$ cat config.mk
export PLATFORM = sky130hd
export DESIGN_NAME = bp_be_issue_scoreboard
export DESIGN_NICKNAME = d
export VERILOG_FILES = /design/src/rtl/bp_be_issue_scoreboard.sv
export SDC_FILE = /design/constraint.sdc
export NUM_CORES = 1
export LEC_CHECK = 0
export BUFFER_PORTS_ARGS = -buffer_cell sky130_fd_sc_hd__buf_2
export CORE_UTILIZATION = 40
export DETAILED_ROUTE_END_ITERATION = 7
export PLACE_DENSITY = 0.65
export SLEW_MARGIN = 0
export SYNTH_ARGS = -nofsm -noshare
export SYNTH_HDL_FRONTEND = slang
export SYNTH_SLANG_ARGS = --single-unit
$ cat constraint.sdc
create_clock -name clk_i -period 7.9 [get_ports clk_i]
set_input_delay 0.395 -clock clk_i [delete_from_list [all_inputs] [get_ports clk_i]]
set_output_delay 0.395 -clock clk_i [all_outputs]
set_load 0.01 [all_outputs]
$ cat src/rtl/bp_be_issue_scoreboard.sv
// Issue-stage RAW/WAW hazard scoreboard in front of the integer register file.
// Tracks fixed-latency writes in a short shift pipe and long-latency writes in per-register busy bits.
module bp_be_issue_scoreboard #(
    parameter int reg_addr_width_p = 5,
    parameter int pipe_depth_p     = 4,
    parameter int long_max_p       = 4
) (
    input  logic                        clk_i,
    input  logic                        reset_n_i,
    input  logic                        issue_v_i,
    input  logic                        issue_rs1_v_i,
    input  logic [reg_addr_width_p-1:0] issue_rs1_addr_i,
    input  logic                        issue_rs2_v_i,
    input  logic [reg_addr_width_p-1:0] issue_rs2_addr_i,
    input  logic                        issue_rd_v_i,
    input  logic [reg_addr_width_p-1:0] issue_rd_addr_i,
    input  logic                        issue_rd_long_i,
    output logic                        issue_ready_o,
    output logic                        rs1_r_v_o,
    output logic                        rs2_r_v_o,
    input  logic                        long_wb_v_i,
    input  logic [reg_addr_width_p-1:0] long_wb_addr_i,
    input  logic                        flush_i,
    output logic [3:0]                  long_cnt_o
);

    localparam int NumRegs   = 2 ** reg_addr_width_p;
    localparam int NumStages = pipe_depth_p - 1;

    typedef logic [reg_addr_width_p-1:0] addr_t;
    localparam addr_t X0 = '0;

    logic [NumStages:1] r_pipe_v;
    addr_t              r_pipe_addr [1:NumStages];
    logic [NumRegs-1:0] r_busy;
    logic [3:0]         r_long_cnt;

    logic               w_rs1_pipe, w_rs2_pipe, w_rd_pipe;
    logic               w_rs1_busy, w_rs2_busy, w_rd_busy;
    logic               w_wb_clr;
    logic               w_rd_nz, w_rd_long_v, w_rd_fix_v;
    logic               w_raw, w_waw, w_long_waw, w_full;
    logic               w_ready, w_accept;
    logic               w_long_push, w_fix_push;
    logic [NumRegs-1:0] w_busy_nxt;

    // Match each operand against every valid in-flight fixed write.
    always_comb begin
        w_rs1_pipe = 1'b0;
        w_rs2_pipe = 1'b0;
        w_rd_pipe  = 1'b0;
        for (int k = 1; k <= NumStages; k++) begin
            w_rs1_pipe = w_rs1_pipe | (r_pipe_v[k] & (r_pipe_addr[k] == issue_rs1_addr_i));
            w_rs2_pipe = w_rs2_pipe | (r_pipe_v[k] & (r_pipe_addr[k] == issue_rs2_addr_i));
            w_rd_pipe  = w_rd_pipe  | (r_pipe_v[k] & (r_pipe_addr[k] == issue_rd_addr_i));
        end
    end

    // A same-cycle long writeback is forwarded by the register file, so it masks busy.
    assign w_rs1_busy = r_busy[issue_rs1_addr_i] & ~(long_wb_v_i & (long_wb_addr_i == issue_rs1_addr_i));
    assign w_rs2_busy = r_busy[issue_rs2_addr_i] & ~(long_wb_v_i & (long_wb_addr_i == issue_rs2_addr_i));
    assign w_rd_busy  = r_busy[issue_rd_addr_i]  & ~(long_wb_v_i & (long_wb_addr_i == issue_rd_addr_i));
    assign w_wb_clr   = long_wb_v_i & r_busy[long_wb_addr_i];

    assign w_rd_nz     = issue_rd_v_i & (issue_rd_addr_i != X0);
    assign w_rd_long_v = w_rd_nz & issue_rd_long_i;
    assign w_rd_fix_v  = w_rd_nz & ~issue_rd_long_i;

    assign w_raw      = (issue_rs1_v_i & (issue_rs1_addr_i != X0) & (w_rs1_pipe | w_rs1_busy))
                      | (issue_rs2_v_i & (issue_rs2_addr_i != X0) & (w_rs2_pipe | w_rs2_busy));
    assign w_waw      = w_rd_nz & w_rd_busy;
    assign w_long_waw = w_rd_long_v & w_rd_pipe;
    assign w_full     = w_rd_long_v & (r_long_cnt == 4'(long_max_p)) & ~w_wb_clr;

    // Reset is folded in so the strobes drop the moment reset asserts.
    assign w_ready  = reset_n_i & ~flush_i & ~w_raw & ~w_waw & ~w_long_waw & ~w_full;
    assign w_accept = issue_v_i & w_ready;

    assign w_long_push = w_accept & w_rd_long_v;
    assign w_fix_push  = w_accept & w_rd_fix_v;

    assign issue_ready_o = w_ready;
    assign rs1_r_v_o     = w_accept & issue_rs1_v_i;
    assign rs2_r_v_o     = w_accept & issue_rs2_v_i;
    assign long_cnt_o    = r_long_cnt;

    // Busy next-state: a new long write to the retiring register keeps it busy.
    always_comb begin
        w_busy_nxt = r_busy;
        for (int r = 0; r < NumRegs; r++) begin
            w_busy_nxt[r] = (r_busy[r] & ~(long_wb_v_i & (long_wb_addr_i == addr_t'(r))))
                          | (w_long_push & (issue_rd_addr_i == addr_t'(r)));
        end
    end

    // Fixed-latency write pipe; the entry leaving the last stage is simply dropped.
    always_ff @(posedge clk_i or negedge reset_n_i) begin
        if (!reset_n_i) begin
            r_pipe_v <= '0;
            for (int k = 1; k <= NumStages; k++) begin
                r_pipe_addr[k] <= X0;
            end
        end else if (flush_i) begin
            r_pipe_v <= '0;
        end else begin
            r_pipe_v[1]    <= w_fix_push;
            r_pipe_addr[1] <= issue_rd_addr_i;
            for (int k = 2; k <= NumStages; k++) begin
                r_pipe_v[k]    <= r_pipe_v[k-1];
                r_pipe_addr[k] <= r_pipe_addr[k-1];
            end
        end
    end

    // Long-write busy bits survive a flush because committed long operations still return.
    always_ff @(posedge clk_i or negedge reset_n_i) begin
        if (!reset_n_i) begin
            r_busy <= '0;
        end else begin
            r_busy <= w_busy_nxt;
        end
    end

    // Outstanding long-write counter.
    always_ff @(posedge clk_i or negedge reset_n_i) begin
        if (!reset_n_i) begin
            r_long_cnt <= 4'd0;
        end else begin
            case ({w_long_push, w_wb_clr})
                2'b10:   r_long_cnt <= r_long_cnt + 4'd1;
                2'b01:   r_long_cnt <= r_long_cnt - 4'd1;
                default: r_long_cnt <= r_long_cnt;
            endcase
        end
    end

endmodule

---- After elaboration in Yosys (flattened, before gate mapping) ----
Cells that the tools add are included.
word-level totals
  logic and storage cells ................. 321
  bits in registers ....................... 54
  bits of input ports ..................... 29
cells by class
  $add $sub $neg .......................... 2
  muxes and demuxes ....................... 10
  reduce and logical (&&, ||, !) cells .... 6
  bitwise logic cells ..................... 216
  $lt $le $gt $ge ......................... 4
  eq/ne operators ......................... 77
operators with widths
  kind                   count
  $eq A5 B5 Y1 const B   32
  $and A1 B1 Y1          133
  $eq A5 B4 Y1 const B   16
  $eq A5 B5 Y1           12
  $not A1 Y1             42
  $or A1 B1 Y1           41
  $eq A5 B3 Y1 const B   8
  $lt A5 B6 Y1 const B   4
  $bmux W1 S5            4
  $eq A5 B2 Y1 const B   4
  $reduce_bool A5 Y1     3
  $eq A5 B1 Y1 const B   2
  $logic_not A5 Y1       2
  $pmux W4 S2            1
  $add A4 B1 Y4 const B  1
  $eq A4 B3 Y1 const B   1
  $mux W1                4
  $sub A4 B1 Y4 const B  1
  $mux W3                1
  $eq A2 B1 Y1 const B   1
  $eq A2 B2 Y1 const B   1
  $reduce_bool A2 Y1     1

---- Depth between registers and ports, before layout ----
Gate-level depths: netlist of the first run.
  word-level depth ........................ 16
  mapped depth ............................ 18

---- Worst setup path after synthesis of the first run ----
OpenSTA, ideal clock, no wires.
  path type ............................... input port to flip-flop
  start ................................... input issue_rs1_addr_i[0]
  end ..................................... register r_long_cnt[2], in the netlist long_cnt_o[2]
  slack ................................... 4,136 ps
  stages on the path ...................... 17
  library setup time ...................... 129 ps
  arrival time ............................ 3,635 ps
  path through ............................ buf_2 -> buf_1 -> mux4_2 -> mux2i_1 -> nand2_1 -> o2111ai_1 -> nand3_1 -> or4_1 -> buf_2 -> buf_6 -> ha_1 -> xor2_1 -> ha_1 -> a21oi_1 -> xor2_1 -> nor2_1 -> xor2_1
on the way
  cells in the longest elaborated chain, start to end .. 16
  elaborated cells on any way between the ends .. 30
  those cells by class .................... eq/ne: 6; mux: 3; bitwise: 19; reduce/logical: 2
ends and longest elaborated chain
  element                                                   RTL line  source
  from (decl)                                               12        input logic [reg_addr_width_p-1:0] issue_rs1_addr_i,
  branches (longest 5 deep; another with $bmux W1 S5)       --
  $and A1 B1 Y1 *                                           69        assign w_raw = (issue_rs1_v_i & (issue_rs1_addr_i != X0) & (w_rs1_pipe | w_rs1_busy))
  $or A1 B1 Y1 *                                            70        | (issue_rs2_v_i & (issue_rs2_addr_i != X0) & (w_rs2_pipe | w_rs2_busy));
  $not A1 Y1 *                                              76        assign w_ready = reset_n_i & ~flush_i & ~w_raw & ~w_waw & ~w_long_waw & ~w_full;
  $and A1 B1 Y1 * (4 in a row)                              76
  $and A1 B1 Y1 *                                           77        assign w_accept = issue_v_i & w_ready;
  $and A1 B1 Y1 *                                           79        assign w_long_push = w_accept & w_rd_long_v;
  $eq A2 B1 Y1 / $eq A2 B2 Y1 (equally long branches)       129       case ({w_long_push, w_wb_clr})
  $pmux W4 S2 / $reduce_bool A2 Y1 (equally long branches)  --
  to (signal assigned)                                      130       2'b10: r_long_cnt <= r_long_cnt + 4'd1;
  to (signal assigned)                                      131       2'b01: r_long_cnt <= r_long_cnt - 4'd1;
  to (signal assigned)                                      132       default: r_long_cnt <= r_long_cnt;
  to (decl)                                                 36        logic [3:0] r_long_cnt;
Every way passes the cells marked *. The select of a mux whose other input is x is not followed.
A chain may end at the register's enable or synchronous reset.

---- Worst setup path after layout of the first run ----
  start ................................... input long_wb_addr_i[1]
  end ..................................... register r_long_cnt[2], in the netlist long_cnt_o[2]
on the way
  cells in the longest elaborated chain, start to end .. 16
  elaborated cells on any way between the ends .. 36
  those cells by class .................... eq/ne: 5; mux: 3; bitwise: 27; reduce/logical: 1
ends and longest elaborated chain
  element                                                   RTL line  source
  from (decl)                                               22        input logic [reg_addr_width_p-1:0] long_wb_addr_i,
  $eq A5 B5 Y1 (on tied branches)                           60, 61
  $and A1 B1 Y1 (on tied branches)                          60, 61
  $not A1 Y1 (on tied branches)                             60, 61
  $and A1 B1 Y1 (on tied branches)                          60, 61
  $or A1 B1 Y1 (on tied branches)                           69, 70
  $and A1 B1 Y1 (on tied branches)                          69, 70
  $or A1 B1 Y1                                              70
  $not A1 Y1                                                76
  $and A1 B1 Y1 (4 in a row)                                76
  $and A1 B1 Y1                                             77
  $and A1 B1 Y1                                             79
  $eq A2 B1 Y1 / $eq A2 B2 Y1 (equally long branches)       129
  $pmux W4 S2 / $reduce_bool A2 Y1 (equally long branches)  --
Several ways; a longest one is shown, not always the timed one. The select of a mux whose other input is x is not followed.

==> results.md, run 1 <==
* Outcome: complete, no violations
* FF+latch count, synth at 54
* Via density at 6.332
* Starting DRT DRC Count at 314
* Vias at 3590
* Routed Antenna Nets at 0
* Metal3 WL at 987 um
* Share of flip-flops with an asynchronous set or reset at 1.000
* Post-Route WL at 12.35 mm
* # IOs at 36
* Area delta synth->final at 6.039%
* Worst hold path class: input pin to async pin
* Port bufs at 35
* Placeable Area at 10840 sq um
* Least-Margin Pin Slew at 0.7272 ns
* Syn Area/Cell at 10.63 sq um
* Post-synth top area share at 0.3034
* Final Power at 0.7361 mW
* Mapped Cells at 419
* Row cnt at 38
* Largest net degree at the start of global routing at 56
* Skew final at 0.008071 ns
* Worst setup EP type: flip-flop
* Tmin final at 4.043 ns
* Hold WS at 0.2021 ns
* Initial core utilization at 0.4109
* First-pass GRT wire length at 19.60 mm
* Data required, critical path at 8.10 ns
* Initial antenna violation count at 0
* Synthesis Warnings at 0
* Routed wl met2 at 5.643 mm
* Post-synth top cells: 54 x dfrtp_1, 52 x xor2_1, 39 x o21ai_0
* WP data arrival at 4.24 ns
* Final period util at 0.5118
* Syn Std Cell Area at 4454 sq um
* NumNets Final at 458
* Peak per-stage delay on the critical path at 0.50 ns
* Global Route Usage Sum at 0.2220
* Die height at 107.5 um
* Worst-path fanout max at 33
* Hold_buf cts at 0
* Startpoint Class: input pin
* Slew Viols, Final at 0
* Critical path, cell by cell: buf_2 > mux2i_1 > mux4_2 > a22oi_1 > nand4_1 > nor3b_1 > or4_1 > buf_4 > ha_1 > xor2_1 > ha_1 > a21oi_1 > xor2_1 > nor2_1 > xor2_1
* Int Power at 0.4879 mW
* RSZ-0062 raised after global routing: false
* Worst rel slew slack at 0.5152
* CTS tree: yes
* Final hold violations at 0
* Most used cell, CP: xor2_1
* Cell Pwr Density at 155.8 nW/um^2
* Final HPWL DP at 8.902 mm
* Switch share at 0.3371
* Final Cell Area at 4723 sq um
* Post-synthesis sequential area ratio at 0.3034
* Clock Root Buffer: clkbuf_8
* Setup TNS at 0 ns
* Reg power frac at 0.477
* DIE AREA at 11560 sq um
* Peak supply drop at 0.0001149 V
* GPL Wtd Cong at 0.9147
* Clock share of power at 0.256
* Drt drc at 0
* Synth area leaders: dfrtp_1 30%, mux4_2 13%, xor2_1 10%, o31ai_2 8.1%, mux2_2 4.6%
* Share of cells above drive strength 1 at 0.2857
* Max Fclk at 247.3 MHz
* CTS resizes at 0
* Drt wl/cell at 21.79 um
* Primary FF master, synth: dfrtp_1
* Max layer used: met4
* Vias in the first global route at 3518
* Final setup fails at 0
* Clk_lat worst skew at 0.31 ns
* Most common cell in the netlist: dfrtp_1
* Mapped Nets at 451
* Max H-tree Level at 2
* Leakage at 1.857 nW
* Setup Fix Bufs, Post-CTS at 0
* Antenna cells at 0
* CP max-delay cell: or4_1
* TritonCTS buffer count at 5
* Max_cap viols at 0
* Die width at 107.5 um
* Switching pwr at 0.2482 mW
* Reg clk slew, reported paths at 0.10 ns
* CTS max path bufs at 2
* Post-synth EDFFs at 0
* Crit Path Class: input pin to flip-flop
* Metal1 wirelength at 5.565 mm
* Share of power burned in combinational logic at 0.266
* Cell variety after synth at 44
* Clock tree sinks at 54
* Post-synth top area cell: dfrtp_1
* 1st-pass router iterations at 7
* Gr ovfl total at 0
* DP Area at 4613 sq um
[kinds of logic (layout without fill, tap and decap cells)]
logic type / after synthesis / after routing / synth area share
adders and majority gates: 3 / 3 / 0.008428
DFF: 54 / 54 / 0.3034
buffers and inverters: 41 / 49 / 0.04972
and+or+nand+nor: 103 / 103 / 0.1289
AOI/OAI and AO/OA: 90 / 90 / 0.1621
xor gates and xnor gates: 65 / 65 / 0.1278
muxes: 63 / 63 / 0.2197
[per-stage QoR]
stage | cells | setup slack [ns] | utilization
after floorplan | 419 | 4.136 | -
after global routing | 567 | 3.754 | 0.4357
after detailed placement | 559 | 3.569 | 0.4256
after global placement | 559 | 3.603 | 0.4256
final | 567 | 3.857 | 0.4357
after CTS | 567 | 3.893 | 0.4357
[per-layer routing]
layer	global-route usage	vias to the layer above
li1	-	1584
met1	0.3256	1829
met2	0.3365	163
met3	0.04237	14
met4	0.05088	0
met5	0	-
[power groups by stage]
stage	Combinational, mW	Sequential [mW]	Clock (mW)
final	0.196	0.351	0.189
after global routing	0.216	0.356	0.202
after CTS	0.196	0.350	0.193
after detailed placement	0.195	0.355	0
after global placement	0.192	0.354	0
after floorplan	0.143	0.346	0
[critical path: cells and delay by family]
kind                       cells  cell delay (ns)
AOI/OAI and AO/OA              2             0.36
xor gates and xnor gates       3             0.47
adders and majority gates      2             0.53
buffers and inverters          2             0.74
muxes                          2             0.63
and+or+nand+nor                4             1.09
[cell type report]
type	instances	area (sq um)
Clock buffer	6	72.57
Clock inverter	2	37.54
Fill cell	1053	6117
Inverter	4	15.01
Multi-Input combinational cell	324	2882
Sequential cell	54	1351
Tap cell	140	175.2
Timing Repair Buffer	37	190.2
[layout by cell type (no fill, tap or decap), types with 5 or more instances in the layout]
cell and count:
dfrtp_1 54, xor2_1 52, o21ai_0 39, buf_2 35
o31ai_2 29, mux4_2 26, nand3_1 22, mux2i_1 19
mux2_2 18, nand2_1 17, xnor2_1 13, nor4_1 12
nor2b_1 9, nor2_1 9, nand2b_1 7, nand3b_1 6
a31oi_1 5, clkbuf_8 5
[flip-flops by register name (all words and copies together) (netlist names)]
register     flops
r_pipe_addr     15
r_busy          32
long_cnt_o       4
r_pipe_v         3
[worst paths after layout]
path,start,end,slack [ns],depth (start not counted)
setup / recovery,long_wb_addr_i[1],long_cnt_o[2]$_DFFE_PN0P_,3.86,15
hold / removal,reset_n_i,r_pipe_addr[0]$_DFFE_PN0N_,0.20,2
setup reg to reg,r_busy[27]$_DFF_PN0_,long_cnt_o[2]$_DFFE_PN0P_,3.90,14
hold reg to reg,long_cnt_o[3]$_DFFE_PN0P_,long_cnt_o[3]$_DFFE_PN0P_,0.49,1
max in group asynchronous,reset_n_i,r_busy[8]$_DFF_PN0_,7.20,2
min in group clk_i,issue_v_i,r_pipe_v[1]$_DFF_PN0_,0.38,2
Power figures use the tool's default switching activity.
==> run 2, diff against run 1 <==
--- a/config.mk
+++ b/config.mk
@@ -8,7 +8,7 @@
 export BUFFER_PORTS_ARGS = -buffer_cell sky130_fd_sc_hd__buf_2
 export CORE_UTILIZATION = 40
 export DETAILED_ROUTE_END_ITERATION = 7
-export PLACE_DENSITY = 0.65
+export PLACE_DENSITY = 0.67
 export SLEW_MARGIN = 0
 export SYNTH_ARGS = -nofsm -noshare
 export SYNTH_HDL_FRONTEND = slang
==> constraint.sdc (replaced) <==
create_clock -name clk_i -period 3.49 [get_ports clk_i]
set_input_delay 0.1745 -clock clk_i [delete_from_list [all_inputs] [get_ports clk_i]]
set_output_delay 0.1745 -clock clk_i [all_outputs]
set_load 0.01 [all_outputs]
==> run 2 against run 1 <==
Against the previous run:
- the run now ends with negative hold slack left
- sequential power is 130% higher
- die area stayed put
- design area is 5.1% higher
- non-clock buffer count is 31 higher
- clock-buffer cell count is 1 lower
- final cell count is 5.5% higher
- clock power is 110% higher
- critical path type is now flip-flop to flip-flop
- largest power group unchanged
==> results.md, run 2 (same netlist as run 1, synthesis figures left out) <==
* Row cnt at 38
* Global Route Usage Sum at 0.2361
* GPL Wtd Cong at 0.9361
* Via density at 6.212
* 1st-pass router iterations at 6
* Drt drc at 0
* NumNets Final at 489
* Switch share at 0.3602
* CTS max path bufs at 2
* Share of cells above drive strength 1 at 0.3646
* Reg clk slew, reported paths at 0.11 ns
* Top reg by flops: r_busy
* DP Area at 4846 sq um
* RSZ-0062 raised after global routing: false
* First-pass GRT wire length at 20.62 mm
* Post-Route WL at 13.06 mm
* Final period util at 0.9384
* Starting DRT DRC Count at 285
* Worst rel slew slack at 0.5199
* Least-Margin Pin Slew at 0.7202 ns
* Initial core utilization at 0.4109
* Critical path, cell by cell: mux2i_1 > mux4_2 > a22oi_1 > nand4_1 > nor3b_1 > or4_4 > ha_2 > xor2_1 > ha_1 > a21oi_1 > xor2_1 > nor2_1 > xor2_1
* Crit path max-delay family: simple AND/OR/NAND/NOR gates
* Outcome: finished, violations left
* WP data arrival at 3.48 ns
* Tmin final at 3.275 ns
* # IOs at 36
* Share of power burned in combinational logic at 0.289
* Leakage at 1.985 nW
* Largest net degree at the start of global routing at 55
* Die width at 107.5 um
* Max H-tree Level at 2
* Clock tree sinks at 54
* Clk_lat worst skew at 0.33 ns
* Initial antenna violation count at 0
* Fin util at 0.4579
* Max reg flops at 32
* Startpoint Class: flip-flop
* Vias at 3715
* Routed Antenna Nets at 0
* Slew Viols, Final at 0
* CTS resizes at 0
* Hold WS at -0.01196 ns
* Skew final at 0.01341 ns
* TritonCTS buffer count at 5
* Failing checks: negative hold slack
* Setup Fix Bufs, Post-CTS at 0
* Data required, critical path at 3.70 ns
* Max Fclk at 305.3 MHz
* Reg power frac at 0.476
* CP max-delay cell: or4_4
* DIE AREA at 11560 sq um
* Antenna cells at 0
* Peak supply drop at 0.0002081 V
* Placeable Area at 10840 sq um
* Area delta synth->final at 11.43%
* Final setup fails at 0
* Most frequent cells in the layout: 52 x xor2_1, 43 x dfrtp_1, 39 x o21ai_0
* Port bufs at 35
* Int Power at 1.066 mW
* Die height at 107.5 um
* Clock share of power at 0.235
* Vias in the first global route at 3627
* Buffer and inverter count on the worst path at 0
* Setup TNS at 0 ns
* Hold_buf cts at 0
* Final HPWL DP at 9.745 mm
* Crit Path Class: flip-flop to flip-flop
* Switching pwr at 0.6000 mW
* Gr ovfl total at 0
* Final Cell Area at 4964 sq um
* Worst-path fanout max at 5
* Final hold violations at 6
* Worst hold path class: input pin to async pin
* Cell Pwr Density at 335.6 nW/um^2
* CTS tree: yes
* Peak per-stage delay on the critical path at 0.53 ns
* Worst setup EP type: flip-flop
* Most used cell, CP: xor2_1
* Clock Root Buffer: clkbuf_8
* Drt wl/cell at 21.84 um
* Commonest non-fill, non-tap cell in the layout: xor2_1
* Max_cap viols at 0
[run 2: cell count changes in the layout (fill, tap and decap cells not counted), sizes merged]
cell	before	now
clkinv	0	1
clkbuf	6	5
inv	4	6
clkinvlp	1	0
buf	37	68
bufinv	1	0
[run 2: worst paths after layout]
check                                              to  cells after the start  slack, ns                      start
setup / recovery            long_cnt_o[2]$_DFFE_PN0P_                     13       0.21       r_busy[11]$_DFF_PN0_
hold / removal             r_pipe_addr[5]$_DFFE_PN0N_                      2      -0.01                  reset_n_i
setup reg to reg            long_cnt_o[2]$_DFFE_PN0P_                     13       0.21       r_busy[11]$_DFF_PN0_
hold reg to reg             long_cnt_o[3]$_DFFE_PN0P_                      1       0.49  long_cnt_o[3]$_DFFE_PN0P_
max in group asynchronous        r_busy[11]$_DFF_PN0_                      2       2.97                  reset_n_i
min in group clk_i              r_pipe_v[1]$_DFF_PN0_                      2       0.15                  issue_v_i
[run 2: final cells by class]
type,count,area (sq um)
tap,140,175.2
multi-input combinational,324,2888
clock buffer,5,68.82
timing repair buffer,68,422.9
fill,1030,5877
clock inverter,3,28.78
inverter,4,15.01
sequential,54,1365
[run 2: power groups by stage]
| stage | logic, mW | registers (mW) | clock network, mW |
|---|---|---|---|
| 5_1_grt | 0.522 | 0.803 | 0.425 |
| 3_5_place_dp | 0.477 | 0.800 | 0 |
| 6_report | 0.481 | 0.793 | 0.392 |
| 4_1_cts | 0.480 | 0.789 | 0.396 |
| 2_1_floorplan | 0.323 | 0.782 | 0 |
| 3_3_place_gp | 0.466 | 0.798 | 0 |
[run 2: per-stage QoR]
step / total power [mW] / worst slack, ns / std cells
floorplan: 1.106 / 0.01625 / 419
global placement: 1.265 / 0.1365 / 590
detailed placement: 1.277 / 0.09634 / 590
CTS: 1.664 / 0.1384 / 598
global route: 1.750 / 0.02958 / 598
finish: 1.666 / 0.2148 / 598
[run 2: routing by layer]
layer	part of all wire	global-route usage
met1	0.44	0.3333
met2	0.47	0.3594
met3	0.065	0.03329
met4	0.031	0.1027
met5	0	0
